File: src/rtl/mdio_slave_regs.sv
`default_nettype none
// ============================================================================
//  Module   : mdio_slave_regs
//  Purpose  : MDIO (Clause 22) management responder. Oversamples MDC/MDIO in
//             the clk domain, decodes read/write frames addressed to PHY_ADDR
//             and serves a 32 x 16-bit register file:
//               reg 0      R/W, bit 15 self-clearing (soft_rst pulse)
//               reg 1      live status_i (read-only)
//               reg 2/3    PHY_ID1 / PHY_ID2 (read-only)
//               reg 4..31  plain R/W storage
//  Ports    : clk, rst          - clock, synchronous active-high reset
//             mdc_i, mdio_i     - asynchronous MDC / MDIO pad input
//             mdio_o, mdio_oe   - MDIO drive value / output enable
//             status_i          - live value returned for reg 1
//             wr_valid/addr/data- one-clk pulse + payload of a committed write
//             rd_valid          - one-clk pulse when a served read completes
//             soft_rst          - one-clk pulse when reg 0 bit 15 written as 1
//  Options  : `define MDIO_PRE_SUPPRESS_EN to accept preamble-less frames once
//             a frame with a full preamble has completed.
//  Revision : 1.0  initial release
// ============================================================================
module mdio_slave_regs #(
   parameter logic [4:0]  PHY_ADDR = 5'h04,
   parameter logic [15:0] PHY_ID1  = 16'h001C,
   parameter logic [15:0] PHY_ID2  = 16'hC915,
   parameter logic [15:0] BMCR_RST = 16'h1140,
   parameter logic [5:0]  PRE_LEN  = 6'd32
) (
   input  logic        clk,
   input  logic        rst,
   input  logic        mdc_i,
   input  logic        mdio_i,
   output logic        mdio_o,
   output logic        mdio_oe,
   input  logic [15:0] status_i,
   output logic        wr_valid,
   output logic [4:0]  wr_addr,
   output logic [15:0] wr_data,
   output logic        rd_valid,
   output logic        soft_rst
);

   typedef enum logic [2:0] {
      S_PRE   = 3'd0,
      S_ST    = 3'd1,
      S_OP    = 3'd2,
      S_PHYAD = 3'd3,
      S_REGAD = 3'd4,
      S_TA    = 3'd5,
      S_DATA  = 3'd6
   } state_t;

   // Synchronisers (equal depth for MDC and MDIO) plus MDC edge history.
   // Reset to 1 so a high MDC at reset release never looks like a rise.
   logic mdc_s1_q, mdc_s2_q, mdc_s3_q;
   logic mdio_s1_q, mdio_s2_q;

   logic w_rise;
   logic w_bit;
   assign w_rise = mdc_s2_q & ~mdc_s3_q;
   assign w_bit  = mdio_s2_q;

   state_t      state_q,    state_d;
   logic [5:0]  pre_cnt_q,  pre_cnt_d;
   logic [4:0]  bit_cnt_q,  bit_cnt_d;
   logic [14:0] sh_q,       sh_d;
   logic [15:0] tx_q,       tx_d;
   logic        is_rd_q,    is_rd_d;
   logic        ignore_q,   ignore_d;
   logic [4:0]  regad_q,    regad_d;
   logic        mdio_o_q,   mdio_o_d;
   logic        mdio_oe_q,  mdio_oe_d;
   logic        wr_valid_q, wr_valid_d;
   logic [4:0]  wr_addr_q,  wr_addr_d;
   logic [15:0] wr_data_q,  wr_data_d;
   logic        rd_valid_q, rd_valid_d;
   logic        soft_rst_q, soft_rst_d;
   logic [14:0] reg0_q,     reg0_d;     // bit 15 is never stored
   logic [15:0] regs_q [0:31];          // only 4..31 are ever written
   logic [15:0] regs_d [0:31];

`ifdef MDIO_PRE_SUPPRESS_EN
   logic sup_en_q,   sup_en_d;          // preamble suppression armed
   logic full_pre_q, full_pre_d;        // current frame had a full preamble
`endif

   // Address assembled from the shift register and the bit sampled now;
   // valid on the last REGAD bit, where it selects the read snapshot.
   logic [4:0]  w_rd_sel;
   logic [15:0] w_rd_word;
   logic [15:0] w_wdata;
   logic        w_pre_ok;

   assign w_rd_sel = {sh_q[3:0], w_bit};
   assign w_wdata  = {sh_q, w_bit};

`ifdef MDIO_PRE_SUPPRESS_EN
   assign w_pre_ok = (pre_cnt_q == PRE_LEN) || sup_en_q;
`else
   assign w_pre_ok = (pre_cnt_q == PRE_LEN);
`endif

   always_comb begin
      w_rd_word = 16'h0000;
      case (w_rd_sel)
         5'd0:    w_rd_word = {1'b0, reg0_q};
         5'd1:    w_rd_word = status_i;
         5'd2:    w_rd_word = PHY_ID1;
         5'd3:    w_rd_word = PHY_ID2;
         default: w_rd_word = regs_q[w_rd_sel];
      endcase
   end

   always_comb begin
      state_d    = state_q;
      pre_cnt_d  = pre_cnt_q;
      bit_cnt_d  = bit_cnt_q;
      sh_d       = sh_q;
      tx_d       = tx_q;
      is_rd_d    = is_rd_q;
      ignore_d   = ignore_q;
      regad_d    = regad_q;
      mdio_o_d   = mdio_o_q;
      mdio_oe_d  = mdio_oe_q;
      wr_valid_d = 1'b0;
      wr_addr_d  = wr_addr_q;
      wr_data_d  = wr_data_q;
      rd_valid_d = 1'b0;
      soft_rst_d = 1'b0;
      reg0_d     = reg0_q;
      regs_d     = regs_q;
`ifdef MDIO_PRE_SUPPRESS_EN
      sup_en_d   = sup_en_q;
      full_pre_d = full_pre_q;
`endif

      if (w_rise) begin
         case (state_q)
            S_PRE: begin
               if (w_bit) begin
                  if (pre_cnt_q != PRE_LEN) pre_cnt_d = pre_cnt_q + 6'd1;
               end else if (w_pre_ok) begin
                  // This 0 is the first start bit.
                  state_d   = S_ST;
`ifdef MDIO_PRE_SUPPRESS_EN
                  full_pre_d = (pre_cnt_q == PRE_LEN);
`endif
                  pre_cnt_d = 6'd0;
               end else begin
                  pre_cnt_d = 6'd0;
               end
            end

            S_ST: begin
               bit_cnt_d = 5'd0;
               state_d   = w_bit ? S_OP : S_PRE;
               pre_cnt_d = 6'd0;
            end

            S_OP: begin
               sh_d = {sh_q[13:0], w_bit};
               if (bit_cnt_q == 5'd0) begin
                  bit_cnt_d = 5'd1;
               end else begin
                  bit_cnt_d = 5'd0;
                  case ({sh_q[0], w_bit})
                     2'b10:   begin is_rd_d = 1'b1; state_d = S_PHYAD; end
                     2'b01:   begin is_rd_d = 1'b0; state_d = S_PHYAD; end
                     default: state_d = S_PRE;
                  endcase
               end
            end

            S_PHYAD: begin
               sh_d = {sh_q[13:0], w_bit};
               if (bit_cnt_q == 5'd4) begin
                  // A foreign address keeps tracking the frame silently.
                  ignore_d  = (w_rd_sel != PHY_ADDR);
                  bit_cnt_d = 5'd0;
                  state_d   = S_REGAD;
               end else begin
                  bit_cnt_d = bit_cnt_q + 5'd1;
               end
            end

            S_REGAD: begin
               sh_d = {sh_q[13:0], w_bit};
               if (bit_cnt_q == 5'd4) begin
                  regad_d   = w_rd_sel;
                  if (is_rd_q) tx_d = w_rd_word;
                  bit_cnt_d = 5'd0;
                  state_d   = S_TA;
               end else begin
                  bit_cnt_d = bit_cnt_q + 5'd1;
               end
            end

            S_TA: begin
               if (bit_cnt_q == 5'd0) begin
                  // Drive the second turnaround bit low.
                  if (is_rd_q && !ignore_q) begin
                     mdio_oe_d = 1'b1;
                     mdio_o_d  = 1'b0;
                  end
                  bit_cnt_d = 5'd1;
               end else begin
                  if (is_rd_q && !ignore_q) begin
                     mdio_o_d = tx_q[15];
                     tx_d     = {tx_q[14:0], 1'b0};
                  end
                  bit_cnt_d = 5'd0;
                  state_d   = S_DATA;
               end
            end

            S_DATA: begin
               sh_d = {sh_q[13:0], w_bit};
               if (bit_cnt_q != 5'd15) begin
                  bit_cnt_d = bit_cnt_q + 5'd1;
                  if (is_rd_q && !ignore_q) begin
                     mdio_o_d = tx_q[15];
                     tx_d     = {tx_q[14:0], 1'b0};
                  end
               end else begin
                  // Master is sampling D0 now: release bus, close frame.
                  bit_cnt_d = 5'd0;
                  pre_cnt_d = 6'd0;
                  state_d   = S_PRE;
`ifdef MDIO_PRE_SUPPRESS_EN
                  if (full_pre_q) sup_en_d = 1'b1;
`endif
                  if (is_rd_q) begin
                     mdio_oe_d = 1'b0;
                     mdio_o_d  = 1'b1;
                     if (!ignore_q) rd_valid_d = 1'b1;
                  end else if (!ignore_q) begin
                     wr_valid_d = 1'b1;
                     wr_addr_d  = regad_q;
                     wr_data_d  = w_wdata;
                     if (regad_q == 5'd0) begin
                        reg0_d     = w_wdata[14:0];
                        soft_rst_d = w_wdata[15];
                     end else if (regad_q >= 5'd4) begin
                        regs_d[regad_q] = w_wdata;
                     end
                  end
               end
            end

            default: begin
               state_d   = S_PRE;
               pre_cnt_d = 6'd0;
            end
         endcase
      end
   end

   always_ff @(posedge clk) begin
      if (rst) begin
         mdc_s1_q   <= 1'b1;
         mdc_s2_q   <= 1'b1;
         mdc_s3_q   <= 1'b1;
         mdio_s1_q  <= 1'b1;
         mdio_s2_q  <= 1'b1;
         state_q    <= S_PRE;
         pre_cnt_q  <= 6'd0;
         bit_cnt_q  <= 5'd0;
         sh_q       <= 15'd0;
         tx_q       <= 16'd0;
         is_rd_q    <= 1'b0;
         ignore_q   <= 1'b0;
         regad_q    <= 5'd0;
         mdio_o_q   <= 1'b1;
         mdio_oe_q  <= 1'b0;
         wr_valid_q <= 1'b0;
         wr_addr_q  <= 5'd0;
         wr_data_q  <= 16'd0;
         rd_valid_q <= 1'b0;
         soft_rst_q <= 1'b0;
         reg0_q     <= BMCR_RST[14:0];
         regs_q     <= '{default: 16'h0000};
`ifdef MDIO_PRE_SUPPRESS_EN
         sup_en_q   <= 1'b0;
         full_pre_q <= 1'b0;
`endif
      end else begin
         mdc_s1_q   <= mdc_i;
         mdc_s2_q   <= mdc_s1_q;
         mdc_s3_q   <= mdc_s2_q;
         mdio_s1_q  <= mdio_i;
         mdio_s2_q  <= mdio_s1_q;
         state_q    <= state_d;
         pre_cnt_q  <= pre_cnt_d;
         bit_cnt_q  <= bit_cnt_d;
         sh_q       <= sh_d;
         tx_q       <= tx_d;
         is_rd_q    <= is_rd_d;
         ignore_q   <= ignore_d;
         regad_q    <= regad_d;
         mdio_o_q   <= mdio_o_d;
         mdio_oe_q  <= mdio_oe_d;
         wr_valid_q <= wr_valid_d;
         wr_addr_q  <= wr_addr_d;
         wr_data_q  <= wr_data_d;
         rd_valid_q <= rd_valid_d;
         soft_rst_q <= soft_rst_d;
         reg0_q     <= reg0_d;
         regs_q     <= regs_d;
`ifdef MDIO_PRE_SUPPRESS_EN
         sup_en_q   <= sup_en_d;
         full_pre_q <= full_pre_d;
`endif
      end
   end

   assign mdio_o   = mdio_o_q;
   assign mdio_oe  = mdio_oe_q;
   assign wr_valid = wr_valid_q;
   assign wr_addr  = wr_addr_q;
   assign wr_data  = wr_data_q;
   assign rd_valid = rd_valid_q;
   assign soft_rst = soft_rst_q;

endmodule
`default_nettype wire

File: config.mk
export PLATFORM = sky130hd
export DESIGN_NAME = mdio_slave_regs
export DESIGN_NICKNAME = d
export VERILOG_FILES = /design/src/rtl/mdio_slave_regs.sv
export SDC_FILE = /design/constraint.sdc
export NUM_CORES = 1
export LEC_CHECK = 0
export CORE_UTILIZATION = 38
export CTS_BUF_LIST = sky130_fd_sc_hd__clkbuf_4
export DETAILED_ROUTE_END_ITERATION = 10
export MAX_ROUTING_LAYER = met4
export PLACE_DENSITY_LB_ADDON = 0.3
export SLEW_MARGIN = 20
export SYNTH_ARGS = -nofsm -noshare
export SYNTH_HDL_FRONTEND = slang
export SYNTH_SLANG_ARGS = --single-unit
File: constraint.sdc
create_clock -name clk -period 5.1 [get_ports clk]
set_clock_uncertainty 0.2 [all_clocks]
set_input_delay 1.02 -clock clk [delete_from_list [all_inputs] [get_ports clk]]
set_output_delay 1.02 -clock clk [all_outputs]
set_load 0.02 [all_outputs]
Word level (Yosys, flattened, before mapping)
Index checks and enable logic that the tools add are counted.
{"block": "totals", "regBits": 610, "elab_cells": 178, "inputBits": 20}
{"block": "op_classes", "addsub": 2, "order_cmp": 4, "bitwise_logic": 12, "n_reduce_logical": 32, "mux": 44, "eq_ne": 31}
{"op": "$bwmux 512", "n": 1}
{"op": "$mux 16", "n": 8}
{"op": "$bmux 16 s5", "n": 1}
{"op": "$demux 16 s5", "n": 1}
{"op": "$pmux 16 s4", "n": 1}
{"op": "$pmux 16 s3", "n": 1}
{"op": "$ne 2x2->1 const B", "n": 12}
{"op": "$mux 3", "n": 7}
{"op": "$pmux 3 s7", "n": 1}
{"op": "$pmux 5 s4", "n": 1}
{"op": "$mux 6", "n": 3}
{"op": "$pmux 6 s3", "n": 1}
{"op": "$reduce_and 6->1", "n": 3}
{"op": "$logic_not 5->1", "n": 3}
{"op": "$ge 6x6->1 const B", "n": 2}
{"op": "$not 5->6", "n": 2}
{"op": "$reduce_and 4->1", "n": 3}
{"op": "$mux 1", "n": 11}
{"op": "$eq 5x2->1 const B", "n": 2}
{"op": "$mux 5", "n": 2}
{"op": "$reduce_or 5->1", "n": 2}
{"op": "$eq 3x3->1 const B", "n": 3}
{"op": "$ne 3x3->1 const B", "n": 3}
{"op": "$not 1->1", "n": 9}
{"op": "31 further kinds", "n": 42}

Longest topological paths before layout
{"block": "logic_depth", "word_depth": 8, "ltp_mapped": 12, "ltp_nobuf": 7}

Worst setup path after synthesis
Ideal clock, no wire load.
{"block": "synth_timing", "path_kind": "reg-to-reg", "from": "reg mdio_s2_q", "to": "reg tx_q[14]", "setup_ns": 0.070, "stages_incl_launch_ff": 12, "t_required_ns": 4.830, "period_less_slack_ns": 3.155, "path_slack_ns": 1.945, "t_arrival_ns": 2.884, "cell_sequence": "dfxtp_1 buf_4 buf_6 buf_4 buf_4 inv_1 ha_1 or4_1 nand2_1 o211ai_1 or4_1 a21oi_1"}
{"block": "synth_between", "elab_chain_cells": 8, "word_cells_on_any_way": 12, "cone_classes": "eq/ne (3); mux (7); bitwise (1); reduce/logical (1)"}
{"item": "start: declaration", "line": "56", "source": "logic mdio_s1_q, mdio_s2_q;"}
{"item": "start signal: assignment", "line": "291", "source": "mdio_s2_q <= mdio_s1_q;"}
{"item": "$not 5->6 (not written as such)", "line": "110", "source": "default: w_rd_word = regs_q[w_rd_sel];"}
{"item": "$bmux 16 s5", "line": "110"}
{"item": "$mux 16 (not written as such) (2 in a row)", "line": "110"}
{"item": "$pmux 16 s4 *", "line": "105", "source": "case (w_rd_sel)"}
{"item": "$mux 16 *", "line": "190", "source": "if (is_rd_q) tx_d = w_rd_word;"}
{"item": "$mux 16 *", "line": "188", "source": "if (bit_cnt_q == 5'd4) begin"}
{"item": "$pmux 16 s3 *", "line": "138", "source": "case (state_q)"}
{"item": "end signal: assignment", "line": "296", "source": "tx_q <= tx_d;"}
{"item": "end: declaration", "line": "67", "source": "logic [15:0] tx_q, tx_d;"}
Every way passes the cells marked *; elsewhere a longest branch is shown, timed or not. The select of a mux whose other input is x is not followed.
A chain may end at the register's enable or synchronous reset.

Worst setup path after layout
{"block": "layout_timing", "from": "reg mdio_s2_q", "to": "reg tx_q[11]"}
The elaborated chain is that of the path after synthesis.

==> impl_metrics.csv <==
group,metric,value,unit
outcome,status,"completed",
timing,rsz0062_at_grt,"no",
cts,clock_path_buffers,3,
placed_design,dp_hpwl,48800,µm
worst_hold_path,holdPathEnd,"mdio_s2_q",
placed_design,io_buffers,45,
timing,hold_viol,0,
floorplan,core_region_area,69100,µm²
cts,ctsHoldBuffers,0,
grt,antenna_found_initial,2,
worst_setup_path,cp_slowest_stage_delay,0.98,ns
synth,synth-edff-count,0,
synth,yosysTopAreaCellShare,0.457,
synth,synth_cell_types,75,
placed_design,dpl.cell_count,3677,
worst_setup_path,cp.required,5.76,ns
pwr,p_total,9.04,mW
grt,grt_start_max_net_pins,250,
worst_setup_path,reg2reg_depth,6,
timing,worst_slack,1.13,ns
synth,synth.most_common_cell,"nand2_1",
worst_setup_path,cp_max_fo,43,
worst_hold_path,hold_class,"reg -> reg",
floorplan,dieWidth,267,µm
worst_hold_path,holdPathStages,1,
floorplan,die_y,267,µm
cts,cts-root-buf,"clkbuf_4",
routing,dr_total_vias,22000,
grt,grt_pass1_vias,21600,
cts,clock_latency,1.00,ns
routing,first_iter_violations,2106,
synth,syn_inst,2916,
floorplan,start_util,0.387,
worst_setup_path,regToRegEndpoint,"tx_q[11]",
worst_setup_path,setup.worst_path.start_class,"flop",
synth,synth-seq-cells,610,
cts,cts_resized,0,
finish,synthToLayoutAreaGrowth,10.5,%
worst_setup_path,arrival,4.63,ns
timing,tightest_slew,1.15,ns
synth,synth_seq_area_share,0.457,
synth,synthArstFlopShare,0,
routing,wire_per_inst,20.5,µm
worst_setup_path,reg2reg_from,"mdio_s2_q",
grt,grt_pass1_wl,125000,µm
worst_setup_path,critPathCaptureType,"flop",
pwr,power_density,306,nW/µm²
worst_setup_path,cp-startpoint,"mdio_s2_q",
cts,cts_tree,"yes",
synth,synth_flop_cell,"dfxtp_1",
pwr,irDropWorstVdd,195,µV
timing,finalCritPeriodShare,0.779,
timing,finalMaxSlewViolations,0,
timing,max_slew_margin,0.211,
synth,synth_common_cells,"nand2_1 (715), dfxtp_1 (610), a21oi_1 (369)",
run,cap_violations,0,
timing,fin_crit,3.97,ns
worst_hold_path,hp-start,"mdio_s1_q",
floorplan,die_area,71300,µm²
pwr,power_leakage,9.98,nW
timing,finalSetupViolCount,0,
timing,max_freq,252,MHz
synth,synth_area,26700,µm²
routing,ant_nets,0,
cts,cts_setup_buffers,0,
synth,syn-num-nets,2945,
worst_setup_path,crit_type,"reg -> reg",
worst_setup_path,worst-r2r-setup-slack,1.13,ns
synth,syn_area_per_cell,9.16,µm²
synth,ys_warn_count,0,
synth,yosysTopAreaCell,"dfxtp_1",
floorplan,placementRows,96,
finish,utilization,0.427,
cts,cts_made_buffers,157,
synth,ys_top_cells_by_area,"dfxtp_1 (46%), nand2_1 (10%), mux2i_1 (8.5%)",
worst_setup_path,cp_slowest_cell,"a2111oi_0",
routing,drc,0,
timing,setup_tns,0,ns
finish,finalNetCount,2936,
finish,final_cells,3945,
routing,avgViaCountPerCell,5.57,
worst_setup_path,cp_cell_sequence,"buf_4, mux4_2, a22o_1, a2111oi_0, a21oi_1, a41o_1",
placed_design,place.gp.congestion,0.870,
floorplan,io-pin-count,46,
cts,clkSinkCount,610,
grt,gr-total-overflow,0,
routing,wl,81000,µm
grt,grt_usage,0.234,
cts,clk_pin_slew,0.07,ns
routing,dr.pass1.iters,6,
finish,drive_above_1_share,0.151,
placed_design,pre_cts_slack,1.25,ns
cts,htree_levels,4,
## power by group
part | leakage [nW] | switching [mW] | internal [mW]
Clock | 1.15 | 1.97 | 2.13
Sequential | 4.91 | 0.00819 | 4.76
Combinational | 3.91 | 0.122 | 0.0556
## area by class of cell
cell class / instances / area, µm²
Inverter: 10 / 37.5
Sequential cell: 610 / 12200
Tap cell: 931 / 1160
Timing Repair Buffer: 112 / 1020
Fill cell: 6773 / 39600
Antenna cell: 2 / 5.00
Clock inverter: 37 / 196
Multi-Input combinational cell: 2016 / 13200
Clock buffer: 227 / 1700
## registers in the layout, summed over array words and instances, names as in the netlist, 3 cells and up
name and flops:
regs_q 512, tx_q 16, wr_data 16, reg0_q 15, sh_q 15, pre_cnt_q 6
bit_cnt_q 5, regad_q 5, wr_addr 5, state_q 3
## worst max-delay path by stage
stage	endpoint	slack, ns	depth (start not counted)
floorplan	tx_q[14]	1.95	11
global placement	tx_q[2]	1.24	6
detailed placement	tx_q[11]	1.25	6
CTS	tx_q[11]	1.22	6
global route	tx_q[11]	1.04	6
finish	tx_q[11]	1.13	6
## metal layers
| metal | wire, µm | GRT usage |
|---|---|---|
| met3 | 5980 | 0.0523 |
| met5 | 0 | - |
| met2 | 38000 | 0.368 |
| met1 | 34400 | 0.292 |
| met4 | 2560 | 0.0926 |
## critical path: cells and delay by family (launching register included)
| kind | cells | cell delay [ns] |
|---|---|---|
| DFF | 1 | 0.87 |
| AOI/OAI and AO/OA | 4 | 1.66 |
| buffers and inverters | 1 | 0.46 |
| muxes | 1 | 0.59 |
## cell families after synthesis
kind of cell | count (synthesis) | share of synthesized area
compound gates | 545 | 0.121
xor+xnor | 5 | 0.00164
fa+ha+maj | 9 | 0.00422
buf+inv | 290 | 0.0521
flops | 610 | 0.457
mux | 329 | 0.169
simple gates | 1128 | 0.194
## metrics by stage
step | cell area, µm² | hold slack, ns
finish | 29500 | 0.212
global route | 29500 | 0.232
global placement | 27600 | 0.193
CTS | 29500 | 0.214
detailed placement | 27600 | 0.196
floorplan | 26700 | 0.189
## layout by cell type (no fill, tap or decap), types with 6 or more instances in the layout
master / instances
a2111oi_0: 9
clkbuf_4: 227
ha_1: 9
o22ai_1: 16
a221o_1: 8
a211o_1: 11
nor3_1: 7
a32oi_1: 11
mux4_2: 98
clkdlybuf4s50_1: 44
nor3_4: 10
nor2_1: 197
o21ai_0: 19
o221ai_1: 13
nand3b_1: 8
a31oi_1: 6
a22oi_1: 18
a21oi_1: 369
a22o_1: 15
dfxtp_1: 604
inv_1: 9
nor2b_1: 70
mux2i_1: 228
clkinv_1: 28
nand2_1: 715
nand3_1: 13
nor4_4: 14
or3_1: 20
a2111oi_1: 6
nand4_1: 10
buf_4: 61
or4_1: 15
o211ai_1: 7
No activity file was read; power rests on OpenSTA's default activity.
